## src/rtl/hp_add_sched.sv

```systemverilog
// hp_add_sched: shares one combinational half-precision adder between two requesters.
// A round-robin arbiter feeds a two-stage pipeline. S1 holds the operands that drive
// the shared adder. S2 holds the result. Results leave on one tagged response port
// that supports backpressure. The block also keeps a saturating count of results
// whose exception flag is non-zero.
//
// Ports:
//   clk, rst               clock; synchronous active-high reset
//   req_valid/req_ready    per-requester handshake (bit i = requester i)
//   req_a*/req_b*/req_op*  requester operands; op 0 = A+B, 1 = A-B
//   add_a/add_b/add_op     registered operands to the shared adder (S1)
//   add_sum/add_flag       combinational adder result and {UF,OF} flag
//   resp_*                 registered result (S2) with valid/ready handshake
//   busy                   S1 or S2 occupied
//   exc_cnt/clr_cnt        saturating count of flagged results; synchronous clear
module hp_add_sched #(
  parameter int unsigned CNT_W = 8
) (
  input  logic             clk,
  input  logic             rst,
  input  logic [1:0]       req_valid,
  output logic [1:0]       req_ready,
  input  logic [15:0]      req_a0,
  input  logic [15:0]      req_b0,
  input  logic             req_op0,
  input  logic [15:0]      req_a1,
  input  logic [15:0]      req_b1,
  input  logic             req_op1,
  output logic [15:0]      add_a,
  output logic [15:0]      add_b,
  output logic             add_op,
  input  logic [15:0]      add_sum,
  input  logic [1:0]       add_flag,
  output logic             resp_valid,
  input  logic             resp_ready,
  output logic             resp_id,
  output logic [15:0]      resp_sum,
  output logic [1:0]       resp_flag,
  output logic             busy,
  output logic [CNT_W-1:0] exc_cnt,
  input  logic             clr_cnt
);

  localparam logic [CNT_W-1:0] CntMax = '1;

  logic s1_v, s1_id, s2_v;
  logic last_grant;
  logic s1_rdy, s2_rdy, s1_adv;
  logic gnt_v, gnt_id, accept;

  // A full stage may still accept when its content leaves in the same cycle.
  assign s2_rdy = ~s2_v | resp_ready;
  assign s1_rdy = ~s1_v | s2_rdy;
  assign s1_adv = s1_v & s2_rdy;

  always_comb begin
    gnt_v  = |req_valid;
    gnt_id = 1'b0;
    case (req_valid)
      2'b01:   gnt_id = 1'b0;
      2'b10:   gnt_id = 1'b1;
      2'b11:   gnt_id = ~last_grant;
      default: gnt_id = 1'b0;
    endcase
  end

  assign accept    = gnt_v & s1_rdy;
  assign req_ready = {accept & gnt_id, accept & ~gnt_id};

  always_ff @(posedge clk) begin
    if (rst) begin
      s1_v       <= 1'b0;
      s1_id      <= 1'b0;
      s2_v       <= 1'b0;
      last_grant <= 1'b1;
      add_a      <= '0;
      add_b      <= '0;
      add_op     <= 1'b0;
      resp_id    <= 1'b0;
      resp_sum   <= '0;
      resp_flag  <= '0;
      exc_cnt    <= '0;
    end else begin
      // S1 load; add_* hold their last operands while S1 is empty.
      if (accept) begin
        s1_v       <= 1'b1;
        s1_id      <= gnt_id;
        last_grant <= gnt_id;
        add_a      <= gnt_id ? req_a1  : req_a0;
        add_b      <= gnt_id ? req_b1  : req_b0;
        add_op     <= gnt_id ? req_op1 : req_op0;
      end else if (s1_adv) begin
        s1_v <= 1'b0;
      end

      // S2 capture from the shared adder; otherwise drain on handshake.
      if (s1_adv) begin
        s2_v      <= 1'b1;
        resp_id   <= s1_id;
        resp_sum  <= add_sum;
        resp_flag <= add_flag;
      end else if (resp_ready) begin
        s2_v <= 1'b0;
      end

      // Clear wins over a simultaneous increment.
      if (clr_cnt) begin
        exc_cnt <= '0;
      end else if (s1_adv && (add_flag != 2'b00) && (exc_cnt != CntMax)) begin
        exc_cnt <= exc_cnt + 1'b1;
      end
    end
  end

  assign resp_valid = s2_v;
  assign busy       = s1_v | s2_v;

endmodule
```

## config.mk

```make
export PLATFORM = sky130hd
export DESIGN_NAME = hp_add_sched
export DESIGN_NICKNAME = d
export VERILOG_FILES = /design/src/rtl/hp_add_sched.sv
export SDC_FILE = /design/constraint.sdc
export NUM_CORES = 1
export LEC_CHECK = 0
export ABC_CLOCK_PERIOD_IN_PS = 1750
export CORE_ASPECT_RATIO = 0.75
export CORE_MARGIN = 3
export CORE_UTILIZATION = 33
export DETAILED_ROUTE_END_ITERATION = 12
export HOLD_SLACK_MARGIN = 0.08
export PLACE_DENSITY = 0.76
export SLEW_MARGIN = 0
export SYNTH_ARGS = -nofsm -noshare
export SYNTH_HDL_FRONTEND = slang
export SYNTH_SLANG_ARGS = --single-unit
```

## constraint.sdc

```tcl
create_clock -name clk -period 1.75 [get_ports clk]
set_clock_uncertainty 0.1 [all_clocks]
set_input_delay 0.525 -clock clk [delete_from_list [all_inputs] [get_ports clk]]
set_output_delay 0.525 -clock clk [all_outputs]
set_load 0.05 [all_outputs]
```

After elaboration in Yosys (flattened, before gate mapping):

Cells that the tools add are included.
Widths: inputs -> output; s select.

* register bits after elaboration: 64
* output and inout port bits: 64
* input port bits: 90

* bitwise operators: 11
* equality and inequality tests: 3
* add/sub/neg operators: 1
* reduce and logical (&&, ||, !) cells: 7
* mux-type cells: 8

Operator list (count)
* $mux 16: 2
* $add 8x1->8 const B: 1
* $ne 8x8->1 const B: 1
* $reduce_bool 2->1: 3
* $mux 1: 5
* $and 1x1->1: 4
* $eq 2x2->1 const B: 2
* $not 1->1: 4
* $reduce_or 2->1: 2
* $or 1x1->1: 3
* $logic_and 1x1->1: 2
* $pmux 1 s2: 1

Depth between registers and ports, before layout:

* word-level depth: 5
* gate-level depth with buffers: 6
* gate-level depth less buffers: 5

Worst setup path after synthesis:

Ideal clock, no wire load.

* path type: reg-to-output
* from: register s2_v, in the netlist resp_valid
* to: output req_ready[1]
* setup slack: -0.196 ns
* data arrival time: 1.321 ns
* stages on the path, launching flop included: 5
* cell sequence: dfxtp_1 nand3b_2 and3_1 buf_6 buf_6

* word-level cells in the longest chain between the ends: 5

Ends and longest elaborated chain
* start, declared: line 46 `logic s1_v, s1_id, s2_v;`
* start signal, assigned: line 74 `s2_v <= 1'b0;`
* start signal, assigned: line 98 `s2_v <= 1'b1;`
* start signal, assigned: line 103 `s2_v <= 1'b0;`
* $not 1->1: line 52 `assign s2_rdy = ~s2_v | resp_ready;`
* $or 1x1->1: line 52
* $or 1x1->1: line 53 `assign s1_rdy = ~s1_v | s2_rdy;`
* $and 1x1->1: line 67 `assign accept = gnt_v & s1_rdy;`
* $and 1x1->1: line 68 `assign req_ready = {accept & gnt_id, accept & ~gnt_id};`
* end, declared: line 22 `output logic [1:0] req_ready,`

Every way passes these cells.

Worst setup path after layout:

* from: input req_valid[1]
* to: output req_ready[1]

* word-level cells in the longest chain between the ends: 3

Ends and longest elaborated chain
* start, declared: line 21 `input logic [1:0] req_valid,`
* $eq 2x2->1 or $reduce_or 2->1 (tied branches): line 59, 57
* $pmux 1 s2 or $and 1x1->1 (tied branches): line 59, 67
* $and 1x1->1 (*): line 68

Every way passes the cells marked *; elsewhere a longest branch is shown, timed or not.

==> impl_metrics.json <==
{
  "synth_area_per_cell_um2": 9.32,
  "ir_drop_mv": 0.536,
  "cp-end-kind": "output port",
  "die_x_um": 106,
  "syn2layout_area_growth_pct": 109,
  "synth_top_area_share_pct": 51.9,
  "synth_top_family_by_area": "compound AO/OA/AOI/OAI gates",
  "failed_checks": "setup timing",
  "final_antenna_net_count": 0,
  "min_path_type": "reg -> reg",
  "overflow": 0,
  "clkSlewWorstSetupHoldPaths_ns": 0.07,
  "diodes": 0,
  "h-tree-depth": 3,
  "final_nets": 529,
  "period_needed_ns": 1.77,
  "rsz0062_at_grt": "yes",
  "hold_violations": 0,
  "slowest_delay_ns": 0.19,
  "synth_compound_area_share_pct": 23.7,
  "rows": 26,
  "holdWs_ns": 0.354,
  "cpMaxStageDelayCell": "clkdlybuf4s15_2",
  "core_area_um2": 7030,
  "status": "finished with violations",
  "cts_made_buffers": 9,
  "synthAdderAreaFrac_pct": 0.507,
  "drt_wl_total_um": 8600,
  "yosys-top-cells-count": "dfxtp_1, nand2_1, nor2_1",
  "yosysMostFrequentCell": "dfxtp_1",
  "worstPathRequired_ns": 1.12,
  "placed_cells": 521,
  "synthSimpleGateAreaFrac_pct": 17.5,
  "fp.dieH_um": 80.9,
  "synth_edf_count": 0,
  "routed_via_density": 5.16,
  "dr.pass1.iters": 5,
  "powerDensity_nw_per_um2": 816,
  "grt_antenna_before_repair": 0,
  "ys_async_sr_fraction_pct": 0,
  "final_util_pct": 73.3,
  "synthTopCellsByArea": "dfxtp_1, a222oi_1, nand2_1",
  "arrival_ns": 1.14,
  "total_power_w": 0.00421,
  "drive_above_1_share_pct": 29.6,
  "path_delay_family": "buffers and inverters",
  "wire_per_inst_um": 15.9,
  "postSynthCellCount": 265,
  "drv_slew": 0,
  "crit_fanout": 3,
  "via_count": 2793,
  "synth-seq-cells": 64,
  "ctsHoldBuffers": 0,
  "synth_area_um2": 2470,
  "worstSkewPairLatency_ns": 0.33,
  "maxCapViolations": 0,
  "power_leakage_nw": 2.05,
  "instances_no_fill": 541,
  "grt_max_degree": 33,
  "dpl.hpwl_um": 6760,
  "cp-start-kind": "primary input",
  "grt_pass1_vias": 2880,
  "synth_xor_area_share_pct": 0,
  "worstSetupPathType": "in -> out",
  "syn-num-nets": 356,
  "place.gp.congestion": 0.780,
  "grt_pass1_wl_um": 14000,
  "path_buf_inv": 3,
  "cts_sinks": 64,
  "fmax_mhz": 565,
  "synth-main-ff-cell": "dfxtp_1",
  "cts_tree": "built",
  "root_buffer": "clkbuf_8",
  "min_period_over_period_pct": 101,
  "path_cells": "clkdlybuf4s15_2 > buf_6 > and3_4 > buf_12",
  "initial_core_util_pct": 35.1,
  "fp.dieArea_um2": 8570,
  "yosysSeqAreaShare_pct": 51.9,
  "ios": 154,
  "cts_buffer_depth": 2,
  "drc": 0,
  "synthMuxAreaShare_pct": 0,
  "yosysTopAreaCell": "dfxtp_1",
  "setup_violations": 2,
  "io_buffers": 153,
  "slew_headroom_pct": 78.0,
  "finalWorstSetupSlack_ns": -0.0192,
  "tightest_slew_ns": 0.330,
  "track_usage_pct": 20.7,
  "drtIter0Drc": 194,
  "fillCellCount": 509,
  "yosys_warnings": 0,
  "synthDistinctLibCells": 32
}
report_power, final:
part	switching, W	total (W)	internal [W]
registers	0.0000975	0.00165	0.00155
logic	0.000591	0.00126	0.000674
clock network	0.000564	0.00129	0.000730
total	0.00125	0.00421	0.00295
worst reg2reg max path: stages, from the launching register on:
cell	delay (ns)
dfxtp_2	0.35
ha_1	0.25
nand3_2	0.13
o22ai_4	0.10
buf_4	0.16
or3_1	0.34
a21oi_1	0.14
routing by layer:
layer / track usage (%) / part of all wire (%) / vias to the layer above / wire length (um)
met1: 22.9 / 39 / 1320 / 3350
met4: 8.54 / 1.8 / 0 / 151
met5: 0 / 0 / - / 0
met2: 35.5 / 49 / 128 / 4250
met3: 8.66 / 9.9 / 12 / 855
li1: - / - / 1333 / -
through the flow:
stage | setup WS [ns] | area (um^2) | setup TNS (ns)
after CTS | -0.0215 | 5140 | -0.0368
final | -0.0192 | 5150 | -0.0326
after detailed placement | -0.454 | 4890 | -21.45
after global placement | -0.415 | 4890 | -19.84
after global routing | -0.0538 | 5150 | -0.0932
after floorplan | -0.00427 | 2500 | -0.00427
worst paths after layout:
path,startpoint,end,slack [ns],cells after the start
worst max-delay path,req_valid[1],req_ready[1],-0.02,4
worst min-delay path,s1_id$_SDFFE_PP0N_,resp_id$_SDFFE_PP0P_,0.35,2
worst max register to register,exc_cnt[0]$_SDFFE_PP0P_,exc_cnt[3]$_SDFFE_PP0P_,0.12,6
worst min register to register,s1_id$_SDFFE_PP0N_,resp_id$_SDFFE_PP0P_,0.35,2
flip-flops by register name (all words and copies together), names as in the netlist:
| signal | flops |
|---|---|
| add_a | 16 |
| add_b | 16 |
| add_op | 1 |
| exc_cnt | 8 |
| last_grant | 1 |
| resp_flag | 2 |
| resp_id | 1 |
| resp_sum | 16 |
| resp_valid | 1 |
| s1_id | 1 |
| s1_v | 1 |
kinds of logic after synthesis:
logic type      Yosys count
simple gates             99
compound gates           76
flops                    64
buf+inv                  25
fa+ha+maj                 1
cell type report:
type	count	area (um^2)	share of cell area [%]
multi-input combinational	176	1070	20.8
tap	98	123	2.38
timing repair buffer	185	2450	47.6
inverter	2	7.51	0.146
sequential	64	1290	25.1
clock inverter	5	55.1	1.07
clock buffer	11	151	2.94
repair_timing:
action | 4_1_cts | 5_1_grt
buffers inserted | 4 | 0
endpoints found under the setup margin | 36 | 9
gates resized for setup | 18 | 3
endpoints found under the hold margin | 0 | 0
pin swaps | 1 | 2
placed cells by master, fill, tap and decap left out, types with 2 or more instances in the layout:
| cell | netlist | layout |
|---|---|---|
| dfxtp_4 | 0 | 2 |
| nor2_1 | 37 | 37 |
| a21oi_1 | 28 | 28 |
| o21ai_0 | 3 | 3 |
| nand2_1 | 43 | 43 |
| or4_1 | 3 | 3 |
| a222oi_1 | 33 | 33 |
| clkinvlp_4 | 0 | 2 |
| clkbuf_8 | 0 | 11 |
| nand3_1 | 3 | 2 |
| clkdlybuf4s50_1 | 0 | 85 |
| dfxtp_2 | 0 | 3 |
| or3_1 | 3 | 3 |
| buf_12 | 0 | 68 |
| buf_2 | 4 | 3 |
| o31ai_1 | 3 | 3 |
| inv_1 | 2 | 2 |
| buf_4 | 0 | 27 |
| clkinv_2 | 0 | 2 |
| dfxtp_1 | 64 | 59 |
Power figures use the tool's default switching activity.
